$ cat config.mk
export PLATFORM = sky130hd
export DESIGN_NAME = glb_read_arbiter
export DESIGN_NICKNAME = d
export VERILOG_FILES = /design/src/rtl/glb_read_arbiter.sv
export SDC_FILE = /design/constraint.sdc
export NUM_CORES = 1
export LEC_CHECK = 0
export CAP_MARGIN = 10
export CELL_PAD_IN_SITES_DETAIL_PLACEMENT = 1
export CELL_PAD_IN_SITES_GLOBAL_PLACEMENT = 2
export CORE_UTILIZATION = 10
export CTS_BUF_LIST = sky130_fd_sc_hd__clkbuf_8
export DETAILED_ROUTE_END_ITERATION = 10
export PLACE_DENSITY = 0.95
export RECOVER_POWER = 50
export REMOVE_ABC_BUFFERS = 1
export SLEW_MARGIN = 20
export SYNTH_ARGS = -nofsm -noshare
export SYNTH_HDL_FRONTEND = slang
export SYNTH_SLANG_ARGS = --single-unit
$ cat constraint.sdc
create_clock -name clk -period 5.4 [get_ports clk]
set_input_delay 1.08 -clock clk [delete_from_list [all_inputs] [get_ports clk]]
set_output_delay 1.08 -clock clk [all_outputs]
set_load 0.03 [all_outputs]
$ cat src/rtl/glb_read_arbiter.sv
// Round-robin arbiter for the shared GLB read port. It tracks each in-flight read's
// requester ID for GLB_LAT cycles and steers the returned data back to that requester.

module glb_read_arbiter_lane #(
  parameter int IDX_W  = 2,
  parameter int ADDR_W = 32,
  parameter int LANE   = 0
) (
  input  logic              win_vld,
  input  logic [IDX_W-1:0]  win_idx,
  input  logic              ret_vld,
  input  logic [IDX_W-1:0]  ret_id,
  input  logic [ADDR_W-1:0] addr,
  output logic              grant,
  output logic              permit,
  output logic [ADDR_W-1:0] addr_sel
);
  assign grant    = win_vld && (win_idx == IDX_W'(LANE));
  assign permit   = ret_vld && (ret_id == IDX_W'(LANE));
  assign addr_sel = grant ? addr : '0;
endmodule

module glb_read_arbiter #(
  parameter int NUM_REQ = 4,
  parameter int GLB_LAT = 1,
  parameter int ADDR_W  = 32,
  parameter int DATA_W  = 32
) (
  input  logic                      clk,
  input  logic                      rst_n,
  input  logic                      flush_i,
  input  logic [NUM_REQ-1:0]        req_i,
  input  logic [NUM_REQ*ADDR_W-1:0] addr_i,
  output logic [NUM_REQ-1:0]        grant_o,
  output logic [NUM_REQ-1:0]        permit_push_o,
  output logic [DATA_W-1:0]         rdata_o,
  input  logic                      glb_ready_i,
  output logic                      glb_read_en_o,
  output logic [ADDR_W-1:0]         glb_read_addr_o,
  input  logic [DATA_W-1:0]         glb_read_data_i,
  output logic                      busy_o
);
  localparam int IDX_W  = $clog2(NUM_REQ);
  localparam int STAGES = GLB_LAT - 1;

  logic [NUM_REQ-1:0]             elig;
  logic                           win_vld;
  logic [IDX_W-1:0]               win_idx;
  logic [IDX_W-1:0]               ptr;
  logic [IDX_W-1:0]               ptr_nxt;
  logic [STAGES:0]                vld_pipe;
  logic [STAGES:0][IDX_W-1:0]     id_pipe;
  logic                           ret_vld;
  logic [NUM_REQ-1:0][ADDR_W-1:0] addr_sel;

  // Scan ptr, ptr+1, ... wrapping; the first eligible requester wins.
  always_comb begin
    int idx;
    idx     = 0;
    elig    = (rst_n && glb_ready_i && !flush_i) ? req_i : '0;
    win_vld = 1'b0;
    win_idx = '0;
    for (int i = 0; i < NUM_REQ; i++) begin
      idx = int'(ptr) + i;
      if (idx >= NUM_REQ) idx = idx - NUM_REQ;
      if (!win_vld && elig[IDX_W'(idx)]) begin
        win_vld = 1'b1;
        win_idx = IDX_W'(idx);
      end
    end
  end

  assign ptr_nxt = (win_idx == IDX_W'(NUM_REQ-1)) ? '0 : win_idx + 1'b1;

  // Reset and flush both discard every in-flight read.
  always_ff @(posedge clk) begin
    if (!rst_n || flush_i) begin
      ptr      <= '0;
      vld_pipe <= '0;
    end else begin
      if (win_vld) ptr <= ptr_nxt;
      vld_pipe[0] <= win_vld;
      for (int s = 1; s <= STAGES; s++) vld_pipe[s] <= vld_pipe[s-1];
    end
  end

  always_ff @(posedge clk) begin
    id_pipe[0] <= win_idx;
    for (int s = 1; s <= STAGES; s++) id_pipe[s] <= id_pipe[s-1];
  end

  assign ret_vld = rst_n && vld_pipe[STAGES];

  for (genvar k = 0; k < NUM_REQ; k++) begin : g_lane
    glb_read_arbiter_lane #(
      .IDX_W  (IDX_W),
      .ADDR_W (ADDR_W),
      .LANE   (k)
    ) u_lane (
      .win_vld  (win_vld),
      .win_idx  (win_idx),
      .ret_vld  (ret_vld),
      .ret_id   (id_pipe[STAGES]),
      .addr     (addr_i[k*ADDR_W +: ADDR_W]),
      .grant    (grant_o[k]),
      .permit   (permit_push_o[k]),
      .addr_sel (addr_sel[k])
    );
  end

  always_comb begin
    glb_read_addr_o = '0;
    for (int k = 0; k < NUM_REQ; k++) glb_read_addr_o = glb_read_addr_o | addr_sel[k];
  end

  assign glb_read_en_o = win_vld;
  assign rdata_o       = ret_vld ? glb_read_data_i : '0;
  assign busy_o        = rst_n && ((|req_i) || (|vld_pipe));
endmodule

Word level (Yosys, flattened, before mapping):

Index checks and enable logic that the tools add are counted.

* bits in registers: 5
* output and inout bits: 74
* input port bits: 168
* word-level logic and storage cells: 84

* reduce and logical (&&, ||, !) cells: 25
* add/sub/neg operators: 8
* mux-type cells: 31
* bitwise gates (word level): 3
* magnitude comparators: 8
* equal/unequal tests: 6

Operator list (count)
* $mux 32: 5
* $or 32x32->32: 3
* $mux 2: 9
* $lt 2x4->1 const B: 4
* $logic_and 1x1->1: 15
* $mux 1: 12
* $ge 3x3->1 const B: 3
* $bmux 1 s2: 4
* $eq 2x2->1 const B: 4
* $sub 2x1->2 const B: 4
* $add 2x2->3 const B: 2
* $logic_not 1->1: 5
* $eq 2x1->1 const B: 2
* $logic_not 2->1: 2
* $mux 4: 1
* $reduce_or 4->1: 1
* $add 2x1->3 const B: 1
* $ge 2x3->1 const B: 1
* $add 2x1->2 const B: 1
* $logic_or 1x1->1: 2

Logic depth before layout (Yosys ltp):

* word-level depth: 22
* mapped depth: 9
* depth with buffers taken out: 7

By module:

Synthesis repeated with hierarchy kept, for this count alone.

* cells, all modules: 277
* area, all modules: 2337.2 sq um

Modules (own cells, without submodules)
* glb_read_arbiter_lane (g_lane[1].u_lane ...): cells an instance 43, sequential area each 0.0 sq um, times used 2, area each 382.9 sq um
* glb_read_arbiter: cells an instance 105, sequential area each 100.1 sq um, times used 1, area each 752.0 sq um
* glb_read_arbiter_lane (g_lane[0].u_lane): cells an instance 43, sequential area each 0.0 sq um, times used 1, area each 481.7 sq um
* glb_read_arbiter_lane (g_lane[3].u_lane): cells an instance 43, sequential area each 0.0 sq um, times used 1, area each 337.8 sq um

Worst setup path before layout:

OpenSTA, ideal clock, no wires.

* path kind: input port to output port
* start: input req_i[2]
* end: output glb_read_addr_o[10]
* arrival: 3.278 ns
* required time: 4.320 ns
* buffers on the path: 2
* stages: 9
* slack: 1.042 ns
* path through: or4_4 nand3_4 inv_2 o211ai_1 ha_1 clkbuf_1 clkbuf_1 a22oi_1 a21oi_1

* elaborated cells on any way between the ends: 42
* classes of those cells: 3 x eq/ne; 25 x mux; 3 x bitwise; 11 x reduce/logical

RTL lines
* from (decl): RTL line 32 `input logic [NUM_REQ-1:0] req_i,`
* $mux 4 *: RTL line 60 `elig = (rst_n && glb_ready_i && !flush_i) ? req_i : '0;`
* $bmux 1 s2: RTL line 66 `if (!win_vld && elig[IDX_W'(idx)]) begin`
* $mux 1 (implied by the code) (2 in a row): RTL line 66
* $mux 1: RTL line 66
* $logic_not 1->1: RTL line 66
* $logic_and 1x1->1: RTL line 66
* $mux 1: RTL line 66
* $logic_not 1->1: RTL line 66
* (+2 left out)
* $logic_not 1->1: RTL line 66
* $logic_and 1x1->1: RTL line 66
* $mux 1 *: RTL line 66
* net glb_read_en_o: RTL line 38 `output logic glb_read_en_o,`
* $logic_and 1x1->1: RTL line 18 `assign grant = win_vld && (win_idx == IDX_W'(LANE));`
* $mux 32: RTL line 20 `assign addr_sel = grant ? addr : '0;`
* $or 32x32->32 (2 in a row): RTL line 113 `for (int k = 0; k < NUM_REQ; k++) glb_read_addr_o = glb_read_addr_o | addr_sel[k];`
* $or 32x32->32 *: RTL line 113
* to (decl): RTL line 39 `output logic [ADDR_W-1:0] glb_read_addr_o,`

Mark *: on every way through the listed nets, which the timed path passes. The rest lies on a longest branch. The select of a mux whose other input is x is not followed.

Worst setup path in the final report:

* start: input req_i[0]
* end: output glb_read_addr_o[21]

* word-level cells in the longest chain between the ends: 20
* elaborated cells on any way between the ends: 42
* classes of those cells: 3 x eq/ne; 25 x mux; 3 x bitwise; 11 x reduce/logical

RTL lines
* $mux 4 *: RTL line 60
* $bmux 1 s2: RTL line 66
* $mux 1 (implied by the code) (2 in a row): RTL line 66
* $mux 1: RTL line 66
* $logic_not 1->1: RTL line 66
* $logic_and 1x1->1: RTL line 66
* $mux 1: RTL line 66
* $logic_not 1->1: RTL line 66
* (+3 left out)
* $logic_and 1x1->1: RTL line 66
* $mux 2 *: RTL line 66
* net g_lane[0].u_lane.win_idx[0]: RTL line 10 `input logic [IDX_W-1:0] win_idx,`
* $eq 2x1->1 or $logic_not 2->1 (tied branches): RTL line 18
* $logic_and 1x1->1: RTL line 18
* $mux 32: RTL line 20
* $or 32x32->32 (2 in a row): RTL line 113
* $or 32x32->32 *: RTL line 113

Marked as above.

==> run_results.csv <==
group,metric,value,unit
layout,syn2layout_area_growth,182,%
sta,finalClockSkew,0.00191,ns
synthesis,synth_top_area_share,34.0,%
synthesis,synth_common_cells,"64 x a22oi_1, 32 x a21oi_1, 32 x and3_1, 22 x clkbuf_1, 11 x buf_4",
layout,drive_gt1_share,11.7,%
global_routing,antenna_found_initial,0,
power,powerDensity,83.3,nW/um^2
floorplanning,die_h,121,microns
sta,timing.fmax,0.198,GHz
floorplanning,rows,43,
cts,path_clk_slew,0.03,ns
global_routing,grt_usage,12.5,%
worst_setup_path,max_stage_delay,0.59,ns
cts,cts_setup_buffers,0,
cts,clock_path_buffers,2,
synthesis,synth.distinct_cells,31,
worst_setup_path,worstPathRequired,4.32,ns
worst_setup_path,path_class,"in -> out",
cts,cts_inserted_buffers,3,
synthesis,yosysMostFrequentCell,"a22oi_1",
synthesis,yosys_warnings,0,
detailed_routing,post-route-drc-count,0,
layout,fill_cells,1654,
detailed_routing,drt_pass1_iterations,4,
global_routing,grt_pass1_wl,14.6,mm
detailed_routing,drt-total-wl,9.76,mm
worst_setup_path,critPathLaunchType,"input port",
detailed_routing,ant_nets,0,
cts,cts_resized,0,
placement,port_buffers,241,
worst_setup_path,critPathArrivalTime,3.97,ns
power,leakagePower,0.00168,uW
sta,tightest_slew,1.14,ns
worst_setup_path,crit_top_cell,"buf_4",
cts,cts_tree,"done",
power,combPwrFrac,67.6,%
power,vdd_drop_max,0.0483,mV
floorplanning,dieArea,14600,sq um
synthesis,synthArstFlopShare,0,%
detailed_routing,vias_per_cell,4.42,
global_routing,grt_overflow,0,
floorplanning,coreArea,13800,sq um
detailed_routing,drt_first_iter_violations,77,
sta,period_needed,5.05,ns
cts,root_buffer,"clkbuf_8",
floorplanning,start_util,10.2,%
flow_run,drv_cap,0,
power,pwr-share-clk,20.0,%
placement,dp_slack,0.445,ns
synthesis,synth_area,1420,sq um
sta,tns,0,ns
sta,finalSetupViolations,0,
layout,nNetsFinal,601,
placement,gp_congestion,0.819,
sta,hold_viol_final,0,
cts,htree_levels,1,
synthesis,synth.yosys.seq_area_share,7.07,%
cts,insertion_delay,0.22,ns
worst_setup_path,path_max_fanout,22,
floorplanning,fp.dieW,121,microns
worst_setup_path,path_cells,"dlygate4sd3_1 > or4_1 > nand3_4 > inv_1 > o211a_1 > ha_1 > buf_4 > a22oi_1 > a21oi_1 > buf_4",
detailed_routing,post_drt_wl_per_cell,16.1,microns
synthesis,synth_edf_count,0,
floorplanning,ioPinCount,242,
synthesis,ys.flop_type,"dfxtp_1",
synthesis,syn_avg_cell_area,6.80,sq um
worst_setup_path,crit_path_end_kind,"output port",
sta,final.period_utilization,93.5,%
power,power.internal,232,uW
detailed_routing,vias,2688,
synthesis,synth_area_leaders,"a22oi_1 34%, and3_1 14%, a21oi_1 11%",
outcome,outcome,"complete, no violations",
min_path,hold_path_class,"reg -> reg",
worst_setup_path,worst_path_max_delay_cell,"dlygate4sd3_1",
power,switching_power,101,uW
sta,slew_headroom,23.9,%
global_routing,grt_max_degree,36,
power,seq_power_share,12.4,%
placement,dp_hpwl,8.19,mm
power,p_sw_share,30.4,%
synthesis,syn_inst,208,
sta,rsz0062_at_grt,"false",
power,power,333,uW
cts,hold_buffers,0,
layout,diodes,0,
synthesis,yosysTopAreaCell,"a22oi_1",
sta,setup_slack,0.350,ns
sta,maxSlewViolCount,0,
synthesis,yosys_register_bits,5,
global_routing,grt_pass1_vias,2981,
cts,cts.sinks,5,
## sequential cells by signal, indices dropped and copies added, names as in the netlist
| register | flops |
|---|---|
| vld_pipe | 1 |
| ptr | 2 |
| id_pipe | 2 |
## layout by cell type (no fill, tap or decap), drive strengths merged, types with 2 or more instances in the layout
cell and n:
a21oi 32, a22oi 64, and2 4, and3 33
buf 43, clkbuf 4, clkdlybuf4s50 171, dfxtp 5
dlygate4sd3 34, ha 4, inv 5, nand2 4
nand3 3, nor2 2, nor2b 2, nor3 2
nor3b 2, o21a 2
## kinds of logic (layout without fill, tap and decap cells)
kind of cell	after synthesis	in the layout	synth area share, %
AO/OA/AOI/OAI	107	107	51.8
AND/OR/NAND/NOR	55	55	24.8
buffers and inverters	37	257	12.7
flip-flops	5	5	7.07
adder cells (fa/ha/maj)	4	4	3.54
## layer usage
layer	vias up	global-route usage (%)	share of wire, %
li1	1252	-	-
met1	1265	13.1	37
met2	161	25.2	53
met3	10	2.11	8.5
met4	0	2.93	1.3
met5	-	0	0
## through the flow
step	utilization, %	std cells	hold slack [ns]	area [sq um]
floorplan	-	175	0.501	1250
global placement	28.6	604	0.542	3960
finish	28.9	608	0.588	4000
CTS	28.9	608	0.594	4000
detailed placement	28.6	604	0.595	3960
global route	28.9	608	0.628	4000
## worst paths after layout
kind,startpoint,to,slack (ns),cells past startpoint
worst max-delay path,req_i[0],glb_read_addr_o[21],0.35,10
worst min-delay path,ptr[0]$_SDFFE_PP0P_,ptr[0]$_SDFFE_PP0P_,0.59,2
worst max register to register,ptr[0]$_SDFFE_PP0P_,ptr[1]$_SDFFE_PP0P_,3.63,6
worst min register to register,ptr[0]$_SDFFE_PP0P_,ptr[0]$_SDFFE_PP0P_,0.59,2
## power groups by stage
stage          Clock (uW)  Sequential [uW]  Combinational [uW]
6_report             66.5             41.4                 225
5_1_grt              71.7             42.0                 239
4_1_cts              68.6             41.5                 230
3_5_place_dp            0             42.1                 229
3_3_place_gp            0             41.7                 225
2_1_floorplan           0             40.7                61.0
## critical path, delay by kind of cell
kind | cells | cell delay (ns)
buf+inv | 4 | 1.21
fa+ha+maj | 1 | 0.49
compound gates | 3 | 0.46
simple gates | 2 | 0.72
## final cells by class
| class | instances | area, sq um | area share [%] |
|---|---|---|---|
| clock buffers | 3 | 41.3 | 1.03 |
| clock inverters | 1 | 3.75 | 0.0940 |
| inverters | 4 | 15.0 | 0.376 |
| multi-input cells | 166 | 1130 | 28.3 |
| flip-flops and latches | 5 | 100 | 2.51 |
| well taps | 180 | 225 | 5.64 |
| repair buffers | 249 | 2480 | 62.0 |
Power figures use the tool's default switching activity.
